[config.mk]
export PLATFORM = sky130hd
export DESIGN_NAME = au_add_mword
export DESIGN_NICKNAME = d
export VERILOG_FILES = /design/src/rtl/au_pkg.sv /design/src/rtl/au_add_cfast.sv /design/src/rtl/au_add_mword.sv
export SDC_FILE = /design/constraint.sdc
export NUM_CORES = 1
export LEC_CHECK = 0
export CORE_MARGIN = 2
export CORE_UTILIZATION = 30
export CTS_CLUSTER_SIZE = 25
export DETAILED_ROUTE_END_ITERATION = 10
export PLACE_DENSITY = 0.65
export SYNTH_ARGS = -nofsm -noshare
export SYNTH_HDL_FRONTEND = slang
export SYNTH_SLANG_ARGS = --single-unit
[constraint.sdc]
create_clock -name clk -period 5.3 [get_ports clk]
set_input_delay 1.06 -clock clk [delete_from_list [all_inputs] [get_ports clk]]
set_output_delay 1.06 -clock clk [all_outputs]
set_load 0.01 [all_outputs]
[src/rtl/au_pkg.sv]
// Shared definitions for the AU arithmetic blocks: operand FSM encoding and
// prefix-network index helpers used by the fast word adder.
package AU_pkg;

   typedef enum logic {
      IDLE   = 1'b0,
      ACTIVE = 1'b1
   } state_e;

   // Number of prefix levels: log-depth for Kogge-Stone/Sklansky, serial for ripple.
   function automatic int pfx_levels(input int arch, input int width);
      if (width <= 1) return 0;
      return (arch == 2) ? width - 1 : $clog2(width);
   endfunction

   // Does bit i absorb a lower group at level k (k starts at 1)?
   function automatic bit pfx_comb(input int arch, input int k, input int i);
      case (arch)
         0:       return i >= (1 << (k - 1));
         1:       return ((i >> (k - 1)) & 1) == 1;
         default: return i == k;
      endcase
   endfunction

   // Index of the lower group bit combined into bit i at level k.
   function automatic int pfx_src(input int arch, input int k, input int i);
      case (arch)
         0:       return i - (1 << (k - 1));
         1:       return ((i >> (k - 1)) << (k - 1)) - 1;
         default: return k - 1;
      endcase
   endfunction

endpackage

[src/rtl/au_add_cfast.sv]
// Combinational prefix adder, ARCH 0=Kogge-Stone, 1=Sklansky, 2=serial prefix.
// ci is folded into bit 0 generate so carry-in and carry-out sit on the fast path.
module AU_add_cfast
   import AU_pkg::*;
#(
   parameter int WIDTH = 8,
   parameter int ARCH  = 0
) (
   input  logic [WIDTH-1:0] a,
   input  logic [WIDTH-1:0] b,
   input  logic             ci,
   output logic [WIDTH-1:0] s,
   output logic             co,
   output logic             cm
);

   localparam int NL = pfx_levels(ARCH, WIDTH);
   localparam int IW = (WIDTH > 1) ? $clog2(WIDTH) : 1;

   logic [WIDTH-1:0] gp;
   logic [WIDTH:0]   cc;

   always_comb begin
      logic [WIDTH-1:0] g, p, gn, pn;
      logic [IW-1:0]    j;
      g     = a & b;
      p     = a ^ b;
      gn    = '0;
      pn    = '0;
      j     = '0;
      g[0]  = g[0] | (p[0] & ci);
      for (int k = 1; k <= NL; k++) begin
         gn = g;
         pn = p;
         for (int i = 0; i < WIDTH; i++) begin
            if (pfx_comb(ARCH, k, i)) begin
               j     = IW'(pfx_src(ARCH, k, i));
               gn[i] = g[i] | (p[i] & g[j]);
               pn[i] = p[i] & p[j];
            end
         end
         g = gn;
         p = pn;
      end
      gp = g;
   end

   // cc[i] is the carry into bit i; cc[WIDTH] is the word carry-out.
   assign cc = {gp, ci};
   assign s  = a ^ b ^ cc[WIDTH-1:0];
   assign co = cc[WIDTH];
   assign cm = cc[WIDTH-1];

endmodule

[src/rtl/au_add_mword.sv]
// Streaming multi-word adder, LSW first; one-cycle latency, in_ready = !out_valid || out_ready.
// Optional two's-complement overflow output ov enabled by macro AU_ADD_MWORD_OVF_EN.
module au_add_mword
   import AU_pkg::*;
#(
   parameter int WIDTH = 8,
   parameter int ARCH  = 0,
   parameter int IDXW  = 4
) (
   input  logic             clk,
   input  logic             rst_n,
   input  logic             in_valid,
   output logic             in_ready,
   input  logic             in_first,
   input  logic             in_last,
   input  logic [WIDTH-1:0] a,
   input  logic [WIDTH-1:0] b,
   input  logic             ci,
   output logic             out_valid,
   input  logic             out_ready,
   output logic [WIDTH-1:0] s,
   output logic             out_last,
   output logic [IDXW-1:0]  out_idx,
   output logic             co
`ifdef AU_ADD_MWORD_OVF_EN
   ,
   output logic             ov
`endif
);

   generate
      if (WIDTH < 1 || ARCH < 0 || ARCH > 2 || IDXW < 1) begin : g_bad_param
         $fatal(1, "au_add_mword: illegal parameters WIDTH=%0d ARCH=%0d IDXW=%0d",
                WIDTH, ARCH, IDXW);
      end
   endgenerate

   state_e           state;
   logic             carry;
   logic [IDXW-1:0]  idx_cnt;   // index the next non-first beat will carry
   logic             accept;
   logic             cin;
   logic [IDXW-1:0]  idx_sel;
   logic [WIDTH-1:0] sum;
   logic             wco;
   logic             msb_cin;

   assign in_ready = !out_valid || out_ready;
   assign accept   = in_valid && in_ready;
   // A stray continuation beat with no operand open starts from carry 0.
   assign cin      = in_first ? ci : ((state == ACTIVE) && carry);
   assign idx_sel  = in_first ? '0 : idx_cnt;

   AU_add_cfast #(
      .WIDTH (WIDTH),
      .ARCH  (ARCH)
   ) u_add (
      .a  (a),
      .b  (b),
      .ci (cin),
      .s  (sum),
      .co (wco),
      .cm (msb_cin)
   );

`ifndef AU_ADD_MWORD_OVF_EN
   logic unused_msb_cin;
   assign unused_msb_cin = msb_cin;
`endif

   always_ff @(posedge clk or negedge rst_n) begin
      if (!rst_n) begin
         state     <= IDLE;
         carry     <= 1'b0;
         idx_cnt   <= '0;
         out_valid <= 1'b0;
         s         <= '0;
         out_last  <= 1'b0;
         out_idx   <= '0;
         co        <= 1'b0;
`ifdef AU_ADD_MWORD_OVF_EN
         ov        <= 1'b0;
`endif
      end else if (accept) begin
         out_valid <= 1'b1;
         s         <= sum;
         out_last  <= in_last;
         out_idx   <= idx_sel;
         co        <= in_last && wco;
`ifdef AU_ADD_MWORD_OVF_EN
         ov        <= in_last && (msb_cin ^ wco);
`endif
         carry     <= wco;
         idx_cnt   <= idx_sel + IDXW'(1);
         state     <= in_last ? IDLE : ACTIVE;
      end else if (out_ready) begin
         out_valid <= 1'b0;
      end
   end

endmodule

After elaboration in Yosys (flattened, before gate mapping)
Cells that the tools add are included.
W data, S select, Z words.
- bits in registers: 21
- bits of input ports: 23
- logic and storage cells: 69
- add/subtract/negate cells: 1
- muxes and demuxes: 5
- bitwise gates (word level): 49
- reductions and logical operators: 6
- operators by type and width (kind ; number):
    $and A1 B1 Y1 ; 28
    $or A1 B1 Y1 ; 18
    $xor A8 B8 Y8 ; 2
    $and A8 B8 Y8 ; 1
    $add A4 B1 Y4 const B ; 1
    $mux W1 ; 4
    $mux W4 ; 1
    $logic_and A1 B1 Y1 ; 3
    $reduce_bool A2 Y1 ; 1
    $logic_not A1 Y1 ; 1
    $logic_or A1 B1 Y1 ; 1

Logic depth before layout (Yosys ltp)
Gate-level depths: netlist (run 1).
- depth after elaboration: 11
- gate-level depth with buffers: 10
- depth with buffers taken out: 10

By module
From an unflattened synthesis (run 1), not the netlist that was laid out.
- cells, all modules: 117
- area total of the unflattened synthesis: 1305.0 µm²
- modules (own cells, without submodules) (module ; times used ; cells an instance ; area each (µm²)):
    au_add_mword ; 1 ; 70 ; 947.2
    AU_add_cfast ; 1 ; 47 ; 357.8

Worst setup path before layout (run 1)
Ideal clock, no wire load.
- kind: input port to flip-flop
- from: input port in_first
- to: register s[6]
- data arrival time: 2.516 ns
- required time: 5.179 ns
- setup slack: 2.663 ns
- cell stages on the path: 9
- buffers on the path: 0
- cell sequence: nor2_1 -> a21oi_1 -> fa_1 -> fa_1 -> nor2b_1 -> nor3_1 -> o21ai_2 -> xnor2_1 -> o21ai_1
- word-level cells in the longest chain between the ends: 8
- RTL lines (what ; line ; source):
    from (decl) ; au_add_mword.sv:14 ; input logic in_first,
    $mux W1 ; au_add_mword.sv:51 ; assign cin = in_first ? ci : ((state == ACTIVE) && carry);
    $and A1 B1 Y1 ; au_add_cfast.sv:31 ; g[0] = g[0] | (p[0] & ci);
    $or A1 B1 Y1 ; au_add_cfast.sv:31 ;
    $and A1 B1 Y1 ; au_add_cfast.sv:38 ; gn[i] = g[i] | (p[i] & g[j]);
    $or A1 B1 Y1 ; au_add_cfast.sv:38 ;
    $and A1 B1 Y1 ; au_add_cfast.sv:38 ;
    $or A1 B1 Y1 ; au_add_cfast.sv:38 ;
    $xor A8 B8 Y8 ; au_add_cfast.sv:50 ; assign s = a ^ b ^ cc[WIDTH-1:0];
    to (signal assigned) ; au_add_mword.sv:86 ; s <= sum;
    to (decl) ; au_add_mword.sv:21 ; output logic [WIDTH-1:0] s,
No other way between the ends.
A chain may end at the register's enable or synchronous reset.

Worst setup path in the final report (run 1)
- from: input port out_ready
- to: output port in_ready
- word-level cells in the longest chain between the ends: 1
- RTL lines (what ; line ; source):
    from (decl) ; au_add_mword.sv:20 ; input logic out_ready,
    $logic_or A1 B1 Y1 ; au_add_mword.sv:48 ; assign in_ready = !out_valid || out_ready;
    to (decl) ; au_add_mword.sv:13 ; output logic in_ready,
No other way between the ends.

==> qor.csv, run 1 <==
stage,metric,value,unit
synth,yosys_warnings,0,
finish,drive_above_1_share,5.00,%
route,wl_per_cell,11.5,um
critical_path,reg2regPathDepth,10,
critical_path,r2r-end,carry$_DFFE_PN0P_,
die,dieHeight,66.6,um
route,first_pass_iters,4,
min_path,min_from,out_idx[0]$_DFFE_PN0P_,
power,p_seq_share,45.2,%
synth,ys_ff_latch,21,
synth,synthCells,122,
synth,synth_flop_cell,dfrtp_1,
die,core-area,3720,sq um
power,worst_ir_drop_vdd,0.0901,mV
route,viasPerCell,4.66,
clock_network,postCtsSetupBuffers,0,
route,vias,969,
route,wirelength,2.39,mm
timing,clock_skew,4.06,ps
timing,setup_tns,0,ps
clock_network,cts.repair.resized,0,
critical_path,cp.arrival,2180,ps
timing,slew_viol_final,0,
die,num_rows,22,
min_path,min_to,out_idx[0]$_DFFE_PN0P_,
power,p_int,0.000329,W
synth,async_flop_share,100,%
global_routing,grt_overflow,0,
global_routing,grt_usage,12.2,%
finish,nets,194,
clock_network,holdBufCountCts,0,
min_path,min_path_type,flop to flop,
power,clkPwrFrac,22.4,%
critical_path,crit_path_end_kind,primary output,
critical_path,reg2reg_from,state$_DFFE_PN0P_,
placed_design,dp_hpwl,1.91,mm
synth,synth_nets,155,
power,p_per_area,285,nW/um^2
power,combPwrFrac,32.4,%
timing,period_share,61.1,%
clock_network,cts_buffers,3,
die,die_x,66.6,um
die,start_util,31.7,%
timing,rsz0062_at_grt,no,
finish,design_area,1630,sq um
critical_path,crit_fanout,4,
run,max_cap_viol_count,0,
timing,slew_headroom,39.0,%
clock_network,htreeDepth,1,
timing,fmax,309,MHz
power,p_sw,0.000136,W
power,swShare,29.2,%
global_routing,grt_antenna_before_repair,0,
critical_path,critPathKind,input pin to primary output,
clock_network,cts_buffer_depth,2,
synth,synth_edf_count,0,
global_routing,grt_pass1_vias,981,
finish,area_delta_synth_final,38.5,%
die,fp.dieArea,4440,sq um
clock_network,cts_tree,built,
timing,worst_slew_pin_slew,912,ps
clock_network,cts.sinks,21,
synth,yosysSeqAreaShare,44.6,%
power,power_leakage,0.710,nW
synth,synth_top_area_share,44.6,%
synth,synth_area_leader_cell,dfrtp_1,
critical_path,worstSetupStartpointType,input pin,
synth,synth.area.top_cells,"dfrtp_1, nand2_1, ha_1, o21ai_0, fa_1",
global_routing,grt_max_degree,30,
clock_network,clkLatencyLatePin,260,ps
synth,syn_area_per_cell,9.65,sq um
route,drc_errors,0,
finish,num_antenna_cells,0,
synth,synthTopCellsByCount,"nand2_1, dfrtp_1, o21ai_0",
synth,yosysMostFrequentCell,nand2_1,
outcome,status,"finished, final reports clean",
timing,setup_viol,0,
die,io_pins,39,
min_path,hold_path_depth,2,
timing,final_hold_viol_count,0,
route,drt_iter0_markers,25,
placed_design,place_area,1590,sq um
synth,yosys.cell_types.count,31,
route,ant_nets,0,
global_routing,grt_pass1_wl,4.17,mm
clock_network,cts-root-buf,clkbuf_8,
synth,syn-cell-area,1180,sq um
placed_design,gp_congestion,0.821,
critical_path,r2r_slack,3140,ps
clock_network,clk_pin_slew_worst_paths,70,ps
critical_path,crit_required,4240,ps
timing,finalCriticalPeriod,3240,ps
placed_design,io_buffers,38,
[how the worst max path moves through the flow]
stage / from / endpoint / slack, ps / depth (start not counted)
5_1_grt: in_first / carry$_DFFE_PN0P_ / 1980 / 10
4_1_cts: out_ready / in_ready / 2060 / 3
2_1_floorplan: in_first / s[6]$_DFFE_PN0P_ / 2660 / 9
3_5_place_dp: in_first / carry$_DFFE_PN0P_ / 1870 / 10
6_report: out_ready / in_ready / 2060 / 3
3_3_place_gp: in_first / s[6]$_DFFE_PN0P_ / 1960 / 10
[cell usage in the layout, fill, tap and decap left out, drive strengths merged]
cell and n:
a21o 1, xor2 2, clkbuf 4, nor2 3, inv 4, clkdlybuf4s50 38
and2 1, o221ai 1, nor3 3, ha 8, a211oi 1, nand2 27
a31oi 1, nand3 1, fa 2, o211ai 1, xnor2 2, o21ai 16
a21oi 5, nor2b 3, nand2b 7, dfrtp 21, o31ai 2, a22o 1
o21a 4, mux2 1
[worst max-delay path, cell delays in order]
cell and delay [ps]:
clkdlybuf4s50_1 460, nand2b_4 130, clkdlybuf4s50_1 530
[metal layers]
layer / global-route usage [%] / up-vias / part of all wire [%]
met4: 4.85 / 0 / 2.1
met1: 14.9 / 435 / 44
met2: 20.8 / 35 / 47
li1: - / 494 / -
met5: 0 / - / 0
met3: 2.87 / 5 / 6.5
[cell type report]
| class | count | area, sq um |
|---|---|---|
| clock buffers | 4 | 45.0 |
| well taps | 48 | 60.1 |
| multi-input cells | 93 | 604 |
| fillers | 390 | 2090 |
| repair buffers | 38 | 380 |
| flip-flops and latches | 21 | 526 |
| inverters | 4 | 15.0 |
[sequential cells by signal (all words and copies together) (netlist names)]
name       flops
carry          1
co             1
idx_cnt        4
out_idx        4
out_last       1
out_valid      1
s              8
state          1
[power by group through the flow]
stage | logic, W | registers (W) | clock network, W
2_1_floorplan | 0.0000690 | 0.000220 | 0
3_3_place_gp | 0.000150 | 0.000211 | 0
3_5_place_dp | 0.000153 | 0.000214 | 0
4_1_cts | 0.000153 | 0.000210 | 0.000106
5_1_grt | 0.000170 | 0.000214 | 0.000116
6_report | 0.000151 | 0.000210 | 0.000104
[logic make-up (layout without fill, tap and decap cells)]
| family | after synthesis | count (layout) | synth area share [%] |
|---|---|---|---|
| and+or+nand+nor | 45 | 45 | 17.7 |
| AOI/OAI and AO/OA | 33 | 33 | 17.7 |
| DFF | 21 | 21 | 44.6 |
| adders and majority gates | 10 | 10 | 11.9 |
| buffers and inverters | 8 | 46 | 4.04 |
| xor gates and xnor gates | 4 | 4 | 2.98 |
| muxes | 1 | 1 | 0.956 |
[stage by stage]
step	cells	hold slack (ps)	utilization (%)	setup slack, ps	power [W]
floorplan	122	450	-	2660	0.000289
global placement	204	464	42.7	1960	0.000361
detailed placement	204	467	42.7	1870	0.000366
CTS	208	485	43.9	2060	0.000469
global route	208	516	43.9	1980	0.000501
finish	208	480	43.9	2060	0.000464
Power figures use the tool's default switching activity.
==> run 2, diff against run 1 <==
==> constraint.sdc (replaced) <==
create_clock -name clk -period 3.4 [get_ports clk]
set_input_delay 0.68 -clock clk [delete_from_list [all_inputs] [get_ports clk]]
set_output_delay 0.68 -clock clk [all_outputs]
set_load 0.01 [all_outputs]
==> run 2 against run 1 <==
Net effect:
- register-to-register slack lost 1900 ps
- critical endpoint is now carry$_DFFE_PN0P_
- critical path depth grew 7
- design area is the same
- sequential share of layout area is the same
- via count grew 0.83%
- cell count is the same
- flip-flop and latch count is the same
- clock skew shrank 1.9 ps
- clock-buffer cell count is the same
- sequential power grew 56%
- worst hold slack lost 3.2 ps
- critical path type is now input pin to flop
- die area is the same
==> qor.csv, run 2 (synthesized netlist as in run 1, its figures left out) <==
stage,metric,value,unit,change
die,io_pins,39,,unchanged
clock_network,holdBufCountCts,0,,unchanged
clock_network,cts-root-buf,clkbuf_8,,
critical_path,cp.arrival,2910,ps,+730 ps
global_routing,grt_pass1_vias,991,,+1.0%
timing,rsz0062_at_grt,no,,
global_routing,met3_usage,2.53,%,-0.34 points
die,num_rows,22,,unchanged
global_routing,grt_overflow,0,,unchanged
critical_path,worstSetupStartpoint,in_first,,
clock_network,cts_tree,built,,
power,power_leakage,0.710,nW,unchanged
timing,period_share,80.7,%,
global_routing,grt_usage,11.9,%,-0.32 points
timing,clock_skew,2.16,ps,-1.90 ps
critical_path,critPathKind,input pin to flop,,
global_routing,top_usage_layer,met2,,
clock_network,cts_buffers,3,,unchanged
clock_network,clk_pin_slew_worst_paths,70,ps,about the same
critical_path,crit_required,3560,ps,-680 ps
clock_network,htreeDepth,1,,unchanged
placed_design,gp_congestion,0.821,,about the same
global_routing,grt_max_degree,30,,unchanged
timing,setup_tns,0,ps,unchanged
global_routing,use_met1,14.4,%,-0.51 points
timing,worst_slew_pin_slew,928,ps,+15.9 ps
finish,largest_register_ffs,8,,unchanged
critical_path,r2r-end,carry$_DFFE_PN0P_,,
finish,drive_above_1_share,5.00,%,unchanged
die,start_util,31.7,%,unchanged
route,viasPerCell,4.70,,+0.83%
route,ant_nets,0,,unchanged
clock_network,cts.sinks,21,,unchanged
power,worst_ir_drop_vdd,0.137,mV,+52%
route,drt_iter0_markers,26,,+4.0%
critical_path,r2r_slack,1250,ps,-1890 ps
min_path,min_path_type,flop to flop,,
finish,area_delta_synth_final,38.5,%,unchanged
timing,final_hold_viol_count,0,,unchanged
timing,setup_viol,0,,unchanged
critical_path,reg2reg_from,carry$_DFFE_PN0P_,,
finish,nets,194,,unchanged
route,wirelength,2.34,mm,-2.3%
die,core-area,3720,sq um,unchanged
min_path,hold_path_depth,2,,unchanged
die,dieHeight,66.6,um,unchanged
finish,num_antenna_cells,0,,unchanged
min_path,min_to,out_idx[0]$_DFFE_PN0P_,,
global_routing,grt_antenna_before_repair,0,,unchanged
timing,slew_viol_final,0,,unchanged
global_routing,grt_pass1_wl,4.15,mm,-0.50%
route,wl_per_cell,11.2,um,-2.3%
clock_network,cts_buffer_depth,2,,unchanged
route,first_pass_iters,4,,unchanged
clock_network,cts.repair.resized,0,,unchanged
timing,slew_headroom,37.9,%,-1.1 points
placed_design,dp_hpwl,1.86,mm,-2.3%
critical_path,reg2regPathDepth,10,,unchanged
die,fp.dieArea,4440,sq um,unchanged
critical_path,worstSetupStartpointType,input pin,,
timing,finalCriticalPeriod,2740,ps,
power,p_per_area,442,nW/um^2,+55%
critical_path,crit_path_end_kind,flop,,
route,drc_errors,0,,unchanged
timing,fin_hold_ws,477,ps,-3.16 ps
global_routing,use_met2,20.9,%,+0.13 points
run,max_cap_viol_count,0,,unchanged
route,vias,977,,+0.83%
placed_design,io_buffers,38,,unchanged
outcome,status,"finished, final reports clean",,
finish,most-common-layout-cells,"clkdlybuf4s50_1, nand2_1, dfrtp_1, o21ai_0, ha_1",,
timing,fmax,364,MHz,
critical_path,crit_fanout,9,,+5
die,die_x,66.6,um,unchanged
finish,top_regs,"s: 8 flops, idx_cnt: 4 flops, out_idx: 4 flops",,
min_path,min_from,out_idx[0]$_DFFE_PN0P_,,
finish,mostFrequentLayoutCell,clkdlybuf4s50_1,,
clock_network,postCtsSetupBuffers,0,,unchanged
finish,regMostFlops,s,,
clock_network,clkLatencyLatePin,250,ps,about the same
-- run 2: cell counts in the layout (fill, tap and decap cells not counted) --
Identical to the previous run, type by type.
-- run 2: final cells by class --
| cell class | count | area [sq um] |
|---|---|---|
| Fill cell | 391 | 2090 |
| Multi-Input combinational cell | 93 | 604 |
| Sequential cell | 21 | 526 |
| Timing Repair Buffer | 38 | 380 |
| Tap cell | 48 | 60.1 |
| Clock buffer | 4 | 45.0 |
| Inverter | 4 | 15.0 |
-- run 2: worst max-delay path, cell delays in order --
cell and delay [ps]:
clkdlybuf4s50_1 530, nor2_1 150, a21oi_1 60, fa_1 420, fa_1 410, nor2b_1 160, nor3_1 70, o21ai_2 160
a31oi_1 110, o21ai_0 150
-- run 2: worst max-delay path by stage --
stage,end,depth (start not counted)
6_report,carry$_DFFE_PN0P_,10
5_1_grt,co$_DFFE_PN0P_,10
4_1_cts,carry$_DFFE_PN0P_,10
3_5_place_dp,carry$_DFFE_PN0P_,10
3_3_place_gp,s[6]$_DFFE_PN0P_,10
2_1_floorplan,s[6]$_DFFE_PN0P_,9
-- run 2: layer usage --
metal  routed length [um]  part of all wire [%]
met1                  994                    43
met3                  164                   7.0
met4                   29                   1.2
met5                    0                     0
met2                 1150                    49
-- run 2: where the power goes --
part / total, W / internal [W] / switching (W)
Sequential: 0.000327 / 0.000297 / 0.0000300
Clock: 0.000159 / 0.0000833 / 0.0000756
Combinational: 0.000235 / 0.000132 / 0.000103
Total: 0.000721 / 0.000512 / 0.000209
-- run 2: through the flow --
step / std cells / setup WS, ps / instance area [sq um] / util [%] / total power (W)
after floorplan: 122 / 1140 / 1180 / - / 0.000450
after global placement: 204 / 442 / 1590 / 42.7 / 0.000563
after detailed placement: 204 / 360 / 1590 / 42.7 / 0.000570
after CTS: 208 / 622 / 1630 / 43.9 / 0.000728
after global routing: 208 / 400 / 1630 / 43.9 / 0.000775
final: 208 / 655 / 1630 / 43.9 / 0.000721
==> run 3, diff against run 2 <==
==> constraint.sdc (replaced) <==
create_clock -name clk -period 2.6 [get_ports clk]
set_input_delay 0.52 -clock clk [delete_from_list [all_inputs] [get_ports clk]]
set_output_delay 0.52 -clock clk [all_outputs]
set_load 0.01 [all_outputs]
==> run 3 against run 2 <==
Net effect:
- global-route usage down 0.36 points
- wire length grew 3.8%
- sequential share of layout area decreased by 0.70 points
- via count grew 0.82%
- largest cell class unchanged
==> qor.csv, run 3 (synthesized netlist as in run 1, its figures left out) <==
stage,metric,value,unit,change
outcome,status,"finished, final reports clean",,
clock_network,cts_buffer_depth,2,,unchanged
power,worst_ir_drop_vdd,0.192,mV,+39%
timing,clock_skew,1.37,ps,-0.787 ps
finish,regMostFlops,s,,
die,num_rows,22,,unchanged
clock_network,cts.sinks,21,,unchanged
critical_path,reg2regPathDepth,10,,unchanged
route,wl_met1,1.02,mm,+2.4%
finish,area_delta_synth_final,41.6,%,
clock_network,cts_tree,built,,
route,drt_iter0_markers,49,,+88%
route,vias,985,,+0.82%
placed_design,gp_congestion,0.774,,-5.7%
critical_path,crit_required,2780,ps,-780 ps
critical_path,r2r-end,co$_DFFE_PN0P_,,
critical_path,worstSetupEndpoint,co$_DFFE_PN0P_,,
die,dieHeight,66.6,um,unchanged
timing,slew_headroom,81.9,%,+44 points
timing,setup_ws,183,ps,-472 ps
critical_path,r2r_slack,540,ps,-710 ps
timing,worst_slew_pin_slew,271,ps,-657 ps
die,core-area,3720,sq um,unchanged
finish,top_regs,"s: 8 flops, idx_cnt: 4 flops, out_idx: 4 flops",,
timing,final_hold_viol_count,0,,unchanged
timing,rsz0062_at_grt,no,,
clock_network,clk_pin_slew_worst_paths,80,ps,about the same
route,wirelength,2.43,mm,+3.8%
power,combPwrFrac,32.7,%,about the same
finish,mostFrequentLayoutCell,clkdlybuf4s50_1,,
route,wl_per_cell,11.4,um,+1.8%
power,power_leakage,0.731,nW,+3.1%
finish,fill_cells,383,,-2.0%
finish,num_antenna_cells,0,,unchanged
finish,nets,198,,+2.1%
critical_path,critPathKind,input pin to flop,,
critical_path,cp_slowest_cell,clkdlybuf4s50_1,,
power,swShare,29.5,%,+0.50 points
clock_network,postCtsSetupBuffers,0,,unchanged
critical_path,worstSetupStartpoint,in_first,,
global_routing,grt_usage,11.6,%,-0.36 points
power,p_seq_share,44.7,%,-0.6 points
placed_design,dp_slack,-231,ps,-591 ps
critical_path,slowest_delay,460,ps,-70 ps
finish,most-common-layout-cells,"clkdlybuf4s50_1, nand2_1, dfrtp_1, o21ai_0, ha_1",,
timing,finalCriticalPeriod,2420,ps,
critical_path,worstSetupStartpointType,input pin,,
route,route.met3.wl,180,um,+9.8%
route,dr_wl_met2,1.19,mm,+3.7%
placed_design,numPlacedInstances,208,,+2.0%
die,fp.dieArea,4440,sq um,unchanged
global_routing,grt_max_degree,22,,-27%
power,clkPwrFrac,22.5,%,+0.4 points
route,ant_nets,0,,unchanged
global_routing,grt_antenna_before_repair,0,,unchanged
timing,setup_tns,0,ps,unchanged
global_routing,grt_pass1_wl,3.88,mm,-6.3%
placed_design,io_buffers,38,,unchanged
clock_network,clkLatencyLatePin,260,ps,about the same
power,p_per_area,572,nW/um^2,+29%
critical_path,cp_cell_sequence,clkdlybuf4s50_1 -> nor2_1 -> a21oi_1 -> fa_1 -> fa_2 -> nor2b_2 -> nor3_1 -> o21ai_2 -> a31oi_1 -> o21ai_0,,
finish,fin_cells,212,,+1.9%
placed_design,dp_hpwl,1.93,mm,+3.7%
route,top_layer,met4,,
route,drc_errors,0,,unchanged
timing,fmax,414,MHz,
die,start_util,31.7,%,unchanged
critical_path,crit_path_end_kind,flop,,
power,p_int,0.000673,W,+31%
global_routing,grt_overflow,0,,unchanged
placed_design,place_area,1620,sq um,+1.9%
finish,largest_register_ffs,8,,unchanged
finish,final_util,44.8,%,+0.98 points
min_path,min_path_type,flop to flop,,
timing,slew_viol_final,0,,unchanged
clock_network,htreeDepth,1,,unchanged
timing,setup_viol,0,,unchanged
route,viasPerCell,4.65,,-1.1%
critical_path,reg2reg_from,state$_DFFE_PN0P_,,
timing,period_share,92.9,%,
die,die_x,66.6,um,unchanged
finish,design_area,1670,sq um,+2.2%
run,max_cap_viol_count,0,,unchanged
finish,drive_above_1_share,9.15,%,+4.1 points
route,first_pass_iters,4,,unchanged
critical_path,crit_fanout,5,,-4
power,p_sw,0.000281,W,+35%
critical_path,cp.arrival,2600,ps,-310 ps
die,io_pins,39,,unchanged
global_routing,grt_pass1_vias,891,,-10%
clock_network,cts_buffers,3,,unchanged
clock_network,cts-root-buf,clkbuf_8,,
## run 3: repair_timing
action                     in CTS  in global routing
resized for setup               0                  2
hold buffers                    0                  0
setup endpoints to repair       0                  2
## run 3: area by class of cell
cell class                 count  area [sq um]  share of cell area (%)
multi-input combinational     93           609                    36.6
sequential                    21           526                    31.5
timing repair buffer          42           410                    24.6
tap                           48          60.1                    3.60
clock buffer                   3          41.3                    2.48
inverter                       4          15.0                   0.901
clock inverter                 1          5.00                   0.300
## run 3: how the worst min path moves through the flow
stage                           start                endpoint  slack (ps)  cells past startpoint
4_1_cts        out_idx[0]$_DFFE_PN0P_  out_idx[0]$_DFFE_PN0P_         490                      2
3_3_place_gp   out_idx[0]$_DFFE_PN0P_  out_idx[0]$_DFFE_PN0P_         460                      2
2_1_floorplan                   rst_n       carry$_DFFE_PN0P_         220                      0
6_report       out_idx[0]$_DFFE_PN0P_  out_idx[0]$_DFFE_PN0P_         480                      2
3_5_place_dp   out_idx[0]$_DFFE_PN0P_  out_idx[0]$_DFFE_PN0P_         470                      2
5_1_grt        out_idx[0]$_DFFE_PN0P_  out_idx[0]$_DFFE_PN0P_         500                      2
## run 3: critical path: cells and delay by family
| family | cells | cell delay [ps] |
|---|---|---|
| AO/OA/AOI/OAI | 4 | 500 |
| AND/OR/NAND/NOR | 3 | 330 |
| adder cells (fa/ha/maj) | 2 | 780 |
| buffers and inverters | 1 | 460 |
## run 3: power groups by stage
stage	combinational, W	sequential (W)	clock [W]
after floorplan	0.000141	0.000447	0
after global placement	0.000311	0.000431	0
after detailed placement	0.000315	0.000434	0
after CTS	0.000316	0.000428	0.000223
after global routing	0.000347	0.000435	0.000234
final	0.000312	0.000427	0.000215
## run 3: per-stage QoR
stage	hold slack, ps	total power [W]
after CTS	488	0.000968
final	478	0.000954
after detailed placement	468	0.000749
after global placement	460	0.000742
after global routing	501	0.00102
after floorplan	224	0.000588
## run 3: metal layers
layer / vias up / track usage (%)
met2: 29 / 19.6
li1: 497 / -
met3: 5 / 3.21
met5: - / 0
met1: 454 / 13.4
met4: 0 / 5.36
